--- config.mk ---
export PLATFORM = sky130hd
export DESIGN_NAME = falu_cmp_result_queue
export DESIGN_NICKNAME = d
export VERILOG_FILES = /design/src/rtl/falu_cmp_result_queue.sv
export SDC_FILE = /design/constraint.sdc
export NUM_CORES = 1
export LEC_CHECK = 0
export BUFFER_PORTS_ARGS = -buffer_cell sky130_fd_sc_hd__buf_2
export CAP_MARGIN = 20
export CORE_UTILIZATION = 55
export DETAILED_ROUTE_END_ITERATION = 8
export HOLD_SLACK_MARGIN = 0.05
export PLACE_DENSITY = 0.82
export SETUP_SLACK_MARGIN = 0.1
export SYNTH_ARGS = -nofsm -noshare
export SYNTH_HDL_FRONTEND = slang
export SYNTH_SLANG_ARGS = --single-unit
export TNS_END_PERCENT = 10
--- constraint.sdc ---
create_clock -name CLK -period 4.6 [get_ports CLK]
set_input_delay 1.38 -clock CLK [delete_from_list [all_inputs] [get_ports CLK]]
set_output_delay 1.38 -clock CLK [all_outputs]
set_load 0.01 [all_outputs]
--- src/rtl/falu_cmp_result_queue.sv ---
// falu_cmp_result_queue: in-order result FIFO between the FALU compare unit and CDB writeback
module falu_cmp_result_queue #(
  parameter int DEPTH = 4,
  parameter int TAG_W = 6,
  parameter int RD_W  = 6
) (
  input  logic                     CLK,
  input  logic                     RESETn,
  input  logic                     FLUSH,
  input  logic                     IN_VALID,
  output logic                     IN_READY,
  input  logic [63:0]              IN_RESULT,
  input  logic                     IN_INVALID,
  input  logic [TAG_W-1:0]         IN_TAG,
  input  logic [RD_W-1:0]          IN_RD,
  input  logic                     IN_IS_FPR,
  output logic                     OUT_VALID,
  input  logic                     OUT_READY,
  output logic [63:0]              OUT_RESULT,
  output logic [4:0]               OUT_FFLAGS,
  output logic [TAG_W-1:0]         OUT_TAG,
  output logic [RD_W-1:0]          OUT_RD,
  output logic                     OUT_IS_FPR,
  output logic [$clog2(DEPTH):0]   COUNT
);
  localparam int AW = $clog2(DEPTH);
  localparam int CW = AW + 1;
  typedef struct packed {
    logic [63:0]      result;
    logic             nv;
    logic [TAG_W-1:0] tag;
    logic [RD_W-1:0]  rd;
    logic             is_fpr;
  } entry_t;
  entry_t          mem [DEPTH];
  logic [CW-1:0]   wr_ptr, rd_ptr;
  logic            push, pop;
  entry_t          head;
  // The extra pointer bit makes wr_ptr - rd_ptr the exact occupancy, including full
  assign COUNT     = wr_ptr - rd_ptr;
  assign IN_READY  = COUNT != CW'(DEPTH);
  assign OUT_VALID = COUNT != '0;
  assign push      = IN_VALID & IN_READY;
  assign pop       = OUT_VALID & OUT_READY;
  always_ff @(posedge CLK or negedge RESETn) begin
    if (!RESETn) begin
      wr_ptr <= '0;
      rd_ptr <= '0;
    end else if (FLUSH) begin
      wr_ptr <= '0;
      rd_ptr <= '0;
    end else begin
      if (push) wr_ptr <= wr_ptr + 1'b1;
      if (pop) rd_ptr <= rd_ptr + 1'b1;
    end
  end
  always_ff @(posedge CLK or negedge RESETn) begin
    if (!RESETn) begin
      for (int i = 0; i < DEPTH; i++) mem[i] <= '0;
    end else if (push && !FLUSH) begin
      mem[wr_ptr[AW-1:0]] <= '{result: IN_RESULT, nv: IN_INVALID, tag: IN_TAG, rd: IN_RD, is_fpr: IN_IS_FPR};
    end
  end
  assign head       = mem[rd_ptr[AW-1:0]];
  assign OUT_RESULT = head.result;
  assign OUT_FFLAGS = {head.nv, 4'b0000};
  assign OUT_TAG    = head.tag;
  assign OUT_RD     = head.rd;
  assign OUT_IS_FPR = head.is_fpr;
endmodule
### After elaboration in Yosys (flattened, before gate mapping)

Cells that the tools add are included.

| operators by class | value |
|---|---|
| eq/ne operators | 1 |
| magnitude comparators | 3 |
| multiplexer cells | 10 |
| add/subtract/negate cells | 3 |
| reduce and logical (&&, ||, !) cells | 6 |
| bitwise operators | 4 |

Operator list:

| kind | number |
|---|---|
| bitwise mux 312 bit | 1 |
| 2-to-1 mux 78 bit | 3 |
| binary-select mux 78 bit (select 2 bit) | 1 |
| demux 78 bit (select 2 bit) | 1 |
| 2-to-1 mux 3 bit | 4 |
| adder 3 x 1 -> 3 bit (second input constant) | 2 |
| >= comparator 3 bit (second input constant) | 2 |
| inverter 2 -> 3 bit | 2 |
| nonzero test 2 bit | 2 |
| < comparator 3 x 1 -> 1 bit (second input constant) | 1 |
| != test 3 bit (second input constant) | 1 |
| nonzero test 3 bit | 1 |
| subtractor 3 bit | 1 |
| bitwise AND 1 bit | 2 |
| logical AND 1 bit | 2 |
| zero test 1 bit | 1 |

| word-level totals | value |
|---|---|
| bits in registers | 318 |
| input port bits | 83 |
| word-level logic and storage cells | 49 |
| output and inout port bits | 87 |

### Logic depth before layout (Yosys ltp)

Gate-level depths: netlist of the first run.

| logic depth | value |
|---|---|
| word-level depth | 6 |
| gate-level depth with buffers | 9 |
| gate-level depth less buffers | 6 |

### Least setup slack after synthesis of the first run

No wires, ideal clock.

| path | value |
|---|---|
| path type | register to output |
| start point | reg wr_ptr[0] |
| end point | out OUT_VALID |
| arrival time | 1.639 ns |
| data required time | 3.220 ns |
| path buffers | 1 |
| stages on the path, launching flop included | 7 |
| slack | 1.581 ns |
| cell sequence | dfrtp_1 > inv_1 > ha_1 > fa_1 > and2_1 > buf_2 > nand2b_1 |

| between the ends | value |
|---|---|
| longest elaborated chain between the ends | 2 |

RTL lines:

| item | line | RTL |
|---|---|---|
| start, declared | 36 | `logic [CW-1:0] wr_ptr, rd_ptr;` |
| start signal, assigned | 53 | `if (push) wr_ptr <= wr_ptr + 1'b1;` |
| subtractor 3 bit | 40 | `assign COUNT = wr_ptr - rd_ptr;` |
| nonzero test 3 bit | 42 | `assign OUT_VALID = COUNT != '0;` |
| end, declared | 17 | `output logic OUT_VALID,` |

No other way between the ends.

### Worst setup path in the final report of the first run

| path | value |
|---|---|
| start point | reg rd_ptr[1] |
| end point | out OUT_RD[2] |

| between the ends | value |
|---|---|
| longest elaborated chain between the ends | 4 |

RTL lines:

| item | line | RTL |
|---|---|---|
| start, declared | 36 |  |
| start signal, assigned | 54 | `if (pop) rd_ptr <= rd_ptr + 1'b1;` |
| inverter 2 -> 3 bit (not written as such) | 64 | `assign head = mem[rd_ptr[AW-1:0]];` |
| binary-select mux 78 bit (select 2 bit) | 64 |  |
| 2-to-1 mux 78 bit (not written as such) (2 in a row) | 64 |  |
| end, declared | 22 | `output logic [RD_W-1:0] OUT_RD,` |

No other way between the ends. The select of a mux whose other input is x is not followed.

==> flow_metrics.tcl, run 1 <==
set metrics [dict create \
    yosysWarnings 0 \
    first_global_vias 8394 \
    drive_gt1_share_pct 57.0 \
    place_congestion 0.765 \
    post-route-period-util_pct 87.7 \
    crit_path_top_delay_cell "dfrtp_4" \
    grt_max_degree 111 \
    use_met2_pct 36.0 \
    timing.fmax_mhz 248 \
    met3_usage_pct 5.01 \
    relSlewSlack_pct 43.5 \
    r2r_end "mem[82]$_DFFE_PN0P_" \
    routed_via_density 5.73 \
    finalSetupTns_ns 0 \
    antenna_found_initial 1 \
    cts_tree "yes" \
    use_met1_pct 30.9 \
    dr_total_vias 7594 \
    ys_types 29 \
    min_from "mem[149]$_DFFE_PN0P_" \
    reg2reg_from "rd_ptr[1]$_DFFE_PN0P_" \
    wl_um 27700 \
    setup_viol 0 \
    firstDrtPassIters 4 \
    htree_levels 2 \
    worst_ep_required_time_ns 3.22 \
    min_to "mem[149]$_DFFE_PN0P_" \
    crit_chain "buf_4 > mux4_2 > buf_2" \
    dieArea_sq_mm 0.0261 \
    area_growth_pct 16.2 \
    fillers 1743 \
    peakVddDrop_v 0.000360 \
    yosys-top-cells-area "dfrtp_1 (57%), mux2_2 (21%), mux4_2 (13%)" \
    yosys_register_bits 318 \
    drc_errors 0 \
    n_antenna_cell 0 \
    core-area_sq_mm 0.0246 \
    p_per_area_mw_per_mm2 715 \
    ioPinCount 170 \
    start_util_pct 56.8 \
    ant_nets 0 \
    grt_pass1_wl_um 45500 \
    multi_input_area_sq_mm 0.00568 \
    gr-total-overflow 0 \
    clock_latency_ns 0.50 \
    cp.arrival_ns 2.65 \
    path_max_fanout 52 \
    whs_path_depth 1 \
    status "completed" \
    worst_pin_slew_ns 0.847 \
    hold_buffers 0 \
    die_w_um 161 \
    rr_worst_depth 5 \
    cts_inserted_buffers 35 \
    syn_area_per_cell_sq_um 17.2 \
    hold_viol_final 0 \
    num_rows 57 \
    grt_usage_pct 22.2 \
    p_leak_nw 7.29 \
    fin_nets 1067 \
    r2r_setup_slack_ns 1.38 \
    rsz0062_at_grt "false" \
    start_kind "flop" \
    root_buffer "clkbuf_16" \
    clk_pin_slew_ns 0.06 \
    stdcell_count 1325 \
    regArea_sq_mm 0.00797 \
    clock_path_buffers 3 \
    finalCriticalPeriod_ns 4.03 \
    skew_ns 0.00574 \
    synth_top_area_share_pct 56.9 \
    seq_area_frac_synth_pct 56.9 \
    worstSetupPathType "reg -> out" \
    numPlacedInstances 1264 \
    die_h_um 161 \
    portBuffers 165 \
    first_iter_violations 407 \
    gr-max-usage-layer "met2" \
    post_cts_buffers 0 \
    wl_per_cell_um 20.9 \
    min_path_type "reg -> reg" \
    synth_top_area_cell "dfrtp_1" \
    crit_path_max_incr_delay_ns 0.74 \
    cts.sinks 318 \
    finalMaxSlewViolations 0 \
    maxCapViolations 0 \
    worstSetupEndpointType "primary output" \
    dp_hpwl_um 16700 \
    cts-resized-gates 0 \
    synth_area_sq_mm 0.0140 \
    synth_cells 814 \
]
-- sequential cells by signal (all words and copies together), names as in the netlist --
signal,flops
mem,312
rd_ptr,3
wr_ptr,3
-- Yosys cell counts --
library cell,instances
o2111ai_1,1
nand2_1,3
clkbuf_1,10
mux2_1,60
buf_2,30
and2_1,1
buf_1,1
mux2i_1,2
a21oi_1,1
conb_1,1
ha_1,6
fa_1,1
nor2b_1,2
inv_1,5
nor2_1,5
buf_4,7
a211o_1,1
a21boi_0,1
buf_6,9
o311ai_0,1
mux4_2,78
nand2b_1,5
o21a_1,1
mux2_2,255
dfrtp_1,318
a21oi_4,3
a21oi_2,1
nand3b_1,4
xor3_1,1
-- worst max-delay path: cells and delay by family, from the launching register on --
| kind | cells | cell delay (ns) |
|---|---|---|
| buf+inv | 2 | 0.89 |
| flops | 1 | 0.74 |
| mux | 1 | 0.44 |
-- logic make-up after synthesis --
group | after synthesis | share of synthesized area [%]
multiplexers | 395 | 38.1
flip-flops | 318 | 56.9
buffers and inverters | 62 | 2.60
AND/OR/NAND/NOR | 20 | 0.788
AO/OA/AOI/OAI | 10 | 0.743
adder cells (fa/ha/maj) | 7 | 0.680
other | 1 | 0.0268
XOR/XNOR | 1 | 0.170
-- how the worst max path moves through the flow --
stage / startpoint / slack [ns] / cells after the start / endpoint
after floorplan: wr_ptr[0]$_DFFE_PN0P_ / 1.58 / 6 / OUT_VALID
after global placement: rd_ptr[1]$_DFFE_PN0P_ / 1.13 / 3 / OUT_RESULT[41]
after detailed placement: rd_ptr[1]$_DFFE_PN0P_ / 1.10 / 3 / OUT_RESULT[54]
after CTS: rd_ptr[1]$_DFFE_PN0P_ / 0.55 / 3 / OUT_RD[2]
after global routing: rd_ptr[1]$_DFFE_PN0P_ / 0.46 / 4 / IN_READY
final: rd_ptr[1]$_DFFE_PN0P_ / 0.57 / 3 / OUT_RD[2]
-- power breakdown --
| part | switching, mW | leakage, nW | internal (mW) |
|---|---|---|---|
| logic | 1.64 | 2.72 | 2.30 |
| registers | 0.696 | 4.00 | 4.16 |
| clock network | 1.08 | 0.572 | 1.74 |
| total | 3.42 | 7.29 | 8.20 |
-- layer usage --
metal / share of wire [%] / wire [um]
met2: 48 / 13400
met3: 5.6 / 1550
met1: 44 / 12300
met5: 0.029 / 8
met4: 1.5 / 412
-- placed cells by master (no fill, tap or decap) --
master / instances
buf_8: 1
a21oi_4: 4
conb_1: 4
a21oi_1: 1
mux4_2: 78
mux2_1: 60
buf_2: 164
nor2_1: 5
a211o_1: 1
clkbuf_1: 9
o311ai_0: 1
buf_12: 5
mux2i_1: 2
nand2b_1: 5
dfrtp_1: 316
fa_1: 1
clkinv_2: 7
o21a_1: 1
bufinv_16: 4
dfrtp_4: 2
ha_1: 6
nand2_1: 3
nor2b_1: 2
clkbuf_16: 37
o2111ai_1: 1
inv_1: 5
clkinvlp_4: 1
mux2_2: 255
clkbuf_8: 3
a21boi_0: 1
buf_4: 10
xor3_1: 1
and2_1: 1
nand3b_1: 4
-- final cells by class --
class / instances / area share (%)
clock buffer: 49 / 6.16
clock inverter: 12 / 1.00
inverter: 5 / 0.116
multi-input combinational: 437 / 35.0
sequential: 318 / 49.0
tap: 324 / 2.50
timing repair buffer: 180 / 6.22
-- per-stage QoR --
stage               cell area, sq um  util, %  total power, mW  worst slack (ns)  hold WS [ns]
floorplan                      14000        -             7.53              1.58         0.452
global placement               15100     61.3             8.67              1.13         0.462
detailed placement             15100     61.3             8.87              1.10         0.469
CTS                            16200     66.0             11.8             0.548         0.482
global route                   16200     66.0             12.3             0.460         0.497
finish                         16200     66.0             11.6             0.567         0.479
Note: power is estimated with default switching activity, not from simulation.
==> run 2: changes to the inputs <==
--- a/config.mk
+++ b/config.mk
@@ -7,10 +7,10 @@
 export LEC_CHECK = 0
 export BUFFER_PORTS_ARGS = -buffer_cell sky130_fd_sc_hd__buf_2
 export CAP_MARGIN = 20
-export CORE_UTILIZATION = 55
+export CORE_UTILIZATION = 57
 export DETAILED_ROUTE_END_ITERATION = 8
 export HOLD_SLACK_MARGIN = 0.05
-export PLACE_DENSITY = 0.82
+export PLACE_DENSITY = 0.84
 export SETUP_SLACK_MARGIN = 0.1
 export SYNTH_ARGS = -nofsm -noshare
 export SYNTH_HDL_FRONTEND = slang
==> flow_metrics.tcl, run 2 (synthesis results as in run 1) <==
set metrics [dict create \
    hold_viol_final 0 \
    finalMaxSlewViolations 0 \
    antenna_found_initial 4 \
    worst_ep_required_time_ns 3.22 \
    r2r_setup_slack_ns 1.31 \
    dr_total_vias 7661 \
    skew_ns 0.0224 \
    rr_worst_depth 7 \
    start_kind "flop" \
    setup_viol 0 \
    critPathBufInv 2 \
    wl_um 27400 \
    cts_tree "yes" \
    place_congestion 0.749 \
    timing.fmax_mhz 246 \
    finalSetupTns_ns 0 \
    whs_ns 0.478 \
    die_w_um 159 \
    post_cts_buffers 0 \
    top_regs "mem x312, rd_ptr x3, wr_ptr x3" \
    portBuffers 165 \
    p_leak_nw 7.30 \
    cts-resized-gates 0 \
    p_per_area_mw_per_mm2 715 \
    clk_pin_slew_ns 0.06 \
    first_iter_violations 385 \
    clock_path_buffers 3 \
    crit_chain "inv_1 > ha_1 > fa_1 > and2_1 > nand2b_1 > buf_2" \
    drc_errors 0 \
    firstDrtPassIters 4 \
    crit_path_top_delay_cell "fa_1" \
    start_util_pct 58.9 \
    largest_reg_flops 312 \
    core-area_sq_mm 0.0238 \
    numPlacedInstances 1260 \
    rsz0062_at_grt "false" \
    setup_slack_ns 0.533 \
    die_h_um 159 \
    crit_cells 6 \
    final_area_sq_mm 0.0163 \
    min_path_type "reg -> reg" \
    post-route-period-util_pct 88.4 \
    wl_per_cell_um 20.8 \
    status "completed" \
    power_mw 11.7 \
    worstSetupEndpointType "primary output" \
    first_global_vias 8319 \
    ant_nets 0 \
    relSlewSlack_pct 33.3 \
    grt_pass1_wl_um 44300 \
    ioPinCount 170 \
    fin_nets 1068 \
    peakVddDrop_v 0.000536 \
    stdcell_count 1322 \
    drive_gt1_share_pct 57.1 \
    num_rows 56 \
    routed_via_density 5.80 \
    path_max_fanout 8 \
    dp_hpwl_um 16900 \
    root_buffer "clkbuf_16" \
    layout_common_cells "dfrtp_1 (316), mux2_2 (255), buf_2 (164)" \
    cp.arrival_ns 2.69 \
    grt_max_degree 108 \
    top_register "mem" \
    layout_commonest_cell "dfrtp_1" \
    finalCriticalPeriod_ns 4.07 \
    final_util_pct 68.6 \
    whs_path_depth 1 \
    worst_pin_slew_ns 1.00 \
    dieArea_sq_mm 0.0252 \
    cts.sinks 318 \
    cts_inserted_buffers 35 \
    hold_buffers 0 \
    placed_cell_area_sq_mm 0.0151 \
    gr-total-overflow 0 \
    maxCapViolations 0 \
    crit_path_max_incr_delay_ns 0.58 \
    area_growth_pct 16.5 \
    clock_latency_ns 0.51 \
    crit_family "adder cells" \
    htree_levels 2 \
    grt_usage_pct 22.8 \
    worstSetupPathType "reg -> out" \
    pre_cts_ws_ns 1.09 \
]
[run 2: cell count changes in the layout (fill, tap and decap cells not counted)]
cell        previous run  this run
clkinv_2               7         2
diode_2                0         4
clkbuf_8               3         6
buf_12                 5         7
buf_4                 10         9
clkbuf_1               9         8
clkinvlp_4             1         0
inv_6                  0         1
[run 2: worst paths after layout]
kind	start	to
hold / removal	mem[151]$_DFFE_PN0P_	mem[151]$_DFFE_PN0P_
hold reg to reg	mem[151]$_DFFE_PN0P_	mem[151]$_DFFE_PN0P_
max in group asynchronous	RESETn	mem[8]$_DFFE_PN0P_
min in group asynchronous	RESETn	wr_ptr[2]$_DFFE_PN0P_
setup reg to reg	wr_ptr[0]$_DFFE_PN0P_	mem[198]$_DFFE_PN0P_
setup / recovery	wr_ptr[0]$_DFFE_PN0P_	OUT_VALID
[run 2: area by class of cell]
| cell class | count | area (sq um) |
|---|---|---|
| timing repair buffer | 181 | 1040 |
| tap | 319 | 399 |
| fill | 1575 | 7460 |
| inverter | 5 | 18.8 |
| clock inverter | 7 | 139 |
| sequential | 318 | 7970 |
| clock buffer | 51 | 1040 |
| multi-input combinational | 437 | 5680 |
| antenna | 4 | 10.0 |
[run 2: power breakdown]
| group | internal, mW | switching, mW | leakage [nW] |
|---|---|---|---|
| Combinational | 2.30 | 1.66 | 2.73 |
| Clock | 1.78 | 1.06 | 0.577 |
| Sequential | 4.16 | 0.686 | 4.00 |
[run 2: per-layer routing]
metal	vias to the layer above	wire (um)	track usage, %
met5	-	0	0
met4	0	386	5.91
met3	30	1710	6.18
met2	170	13600	37.6
met1	4113	11800	30.2
li1	3348	-	-
==> run 3: changes to the inputs <==
--- a/config.mk
+++ b/config.mk
@@ -7,10 +7,11 @@
 export LEC_CHECK = 0
 export BUFFER_PORTS_ARGS = -buffer_cell sky130_fd_sc_hd__buf_2
 export CAP_MARGIN = 20
-export CORE_UTILIZATION = 57
+export CORE_UTILIZATION = 31
+export CTS_CLUSTER_DIAMETER = 80
 export DETAILED_ROUTE_END_ITERATION = 8
 export HOLD_SLACK_MARGIN = 0.05
-export PLACE_DENSITY = 0.84
+export PLACE_DENSITY = 0.55
 export SETUP_SLACK_MARGIN = 0.1
 export SYNTH_ARGS = -nofsm -noshare
 export SYNTH_HDL_FRONTEND = slang
==> flow_metrics.tcl, run 3 (synthesis results as in run 1) <==
set metrics [dict create \
    timing.fmax_mhz 245 \
    cts_tree "yes" \
    wl_um 29700 \
    largest_reg_flops 312 \
    rsz0062_at_grt "false" \
    pre_cts_ws_ns 1.03 \
    dieArea_sq_mm 0.0460 \
    dp_hpwl_um 17900 \
    status "completed" \
    relSlewSlack_pct 32.7 \
    fin_nets 1077 \
    ioPinCount 170 \
    regArea_sq_mm 0.00797 \
    worstSetupEndpointType "primary output" \
    drive_gt1_share_pct 57.4 \
    cp.arrival_ns 2.71 \
    clock_path_buffers 3 \
    ant_nets 0 \
    skew_ns 0.0171 \
    finalCriticalPeriod_ns 4.09 \
    start_kind "flop" \
    min_to "mem[146]$_DFFE_PN0P_" \
    post_cts_buffers 0 \
    grt_max_degree 110 \
    first_global_vias 8553 \
    portBuffers 165 \
    antenna_found_initial 2 \
    rr_worst_depth 5 \
    num_rows 77 \
    fillers 4243 \
    top_regs "mem x312, rd_ptr x3, wr_ptr x3" \
    top_register "mem" \
    grt_usage_pct 13.6 \
    routed_via_density 4.76 \
    final_area_sq_mm 0.0168 \
    finalSetupTns_ns 0 \
    root_buffer "clkbuf_16" \
    path_max_fanout 38 \
    whs_path_depth 1 \
    die_h_um 214 \
    layout_commonest_cell "dfrtp_1" \
    peakVddDrop_v 0.000323 \
    first_iter_violations 269 \
    hold_buffers 0 \
    final_util_pct 37.8 \
    area_growth_pct 19.9 \
    die_w_um 214 \
    placed_cell_area_sq_mm 0.0155 \
    hold_viol_final 0 \
    setup_slack_ns 0.511 \
    min_path_type "reg -> reg" \
    r2r_end "mem[80]$_DFFE_PN0P_" \
    gr-total-overflow 0 \
    firstDrtPassIters 4 \
    setup_viol 0 \
    worst_ep_required_time_ns 3.22 \
    dr_total_vias 7645 \
    p_leak_nw 7.38 \
    multi_input_area_sq_mm 0.00568 \
    r2r_setup_slack_ns 1.44 \
    post-route-period-util_pct 88.9 \
    maxCapViolations 0 \
    htree_levels 2 \
    place_congestion 0.724 \
    worst_pin_slew_ns 1.01 \
    clk_pin_slew_ns 0.06 \
    start_util_pct 31.5 \
    cts_inserted_buffers 38 \
    finalMaxSlewViolations 0 \
    reg2reg_from "rd_ptr[1]$_DFFE_PN0P_" \
    min_from "mem[146]$_DFFE_PN0P_" \
    cts-resized-gates 0 \
    clock_latency_ns 0.54 \
    grt_pass1_wl_um 49000 \
    core-area_sq_mm 0.0443 \
    drc_errors 0 \
    worstSetupPathType "reg -> out" \
    p_per_area_mw_per_mm2 704 \
    cts.sinks 318 \
    wl_per_cell_um 18.5 \
    layout_common_cells "dfrtp_1 (316), mux2_2 (255), buf_2 (164)" \
]
## run 3: how the worst max path moves through the flow
stage | depth (start not counted) | to | from
2_1_floorplan | 6 | OUT_VALID | wr_ptr[0]$_DFFE_PN0P_
3_3_place_gp | 4 | OUT_VALID | rd_ptr[1]$_DFFE_PN0P_
3_5_place_dp | 4 | IN_READY | rd_ptr[1]$_DFFE_PN0P_
4_1_cts | 4 | IN_READY | rd_ptr[1]$_DFFE_PN0P_
5_1_grt | 4 | OUT_VALID | rd_ptr[1]$_DFFE_PN0P_
6_report | 4 | OUT_VALID | rd_ptr[1]$_DFFE_PN0P_
## run 3: final cells by class
| cell class | count | area share, % |
|---|---|---|
| repair buffers | 187 | 6.35 |
| inverters | 5 | 0.112 |
| well taps | 592 | 4.42 |
| clock inverters | 7 | 0.679 |
| multi-input cells | 437 | 33.9 |
| clock buffers | 60 | 7.02 |
| diodes | 1 | 0.0149 |
| flip-flops and latches | 318 | 47.5 |
## run 3: per-stage QoR
stage	hold slack, ns	power (mW)	cells
2_1_floorplan	0.452	7.53	817
3_3_place_gp	0.464	8.77	1539
3_5_place_dp	0.469	8.89	1539
4_1_cts	0.481	12.0	1606
5_1_grt	0.492	12.6	1607
6_report	0.477	11.8	1607
## run 3: metal layers
metal	routed length, um	up-vias	track usage (%)
met1	13500	4057	17.8
met3	1410	48	3.32
met5	14	-	0
met2	14000	141	21.9
li1	-	3397	-
met4	748	2	5.02
## run 3: critical path: stages (launching register included)
cell      delay (ns)
dfrtp_4         0.73
fa_1            0.65
and2_1          0.49
nand2b_1        0.13
buf_2           0.16
## run 3: power by group
group / total [mW] / switching (mW) / internal (mW) / leakage (nW)
clock network: 3.06 / 1.14 / 1.92 / 0.634
registers: 4.82 / 0.662 / 4.16 / 4.00
logic: 3.92 / 1.62 / 2.31 / 2.75
total: 11.8 / 3.42 / 8.38 / 7.38
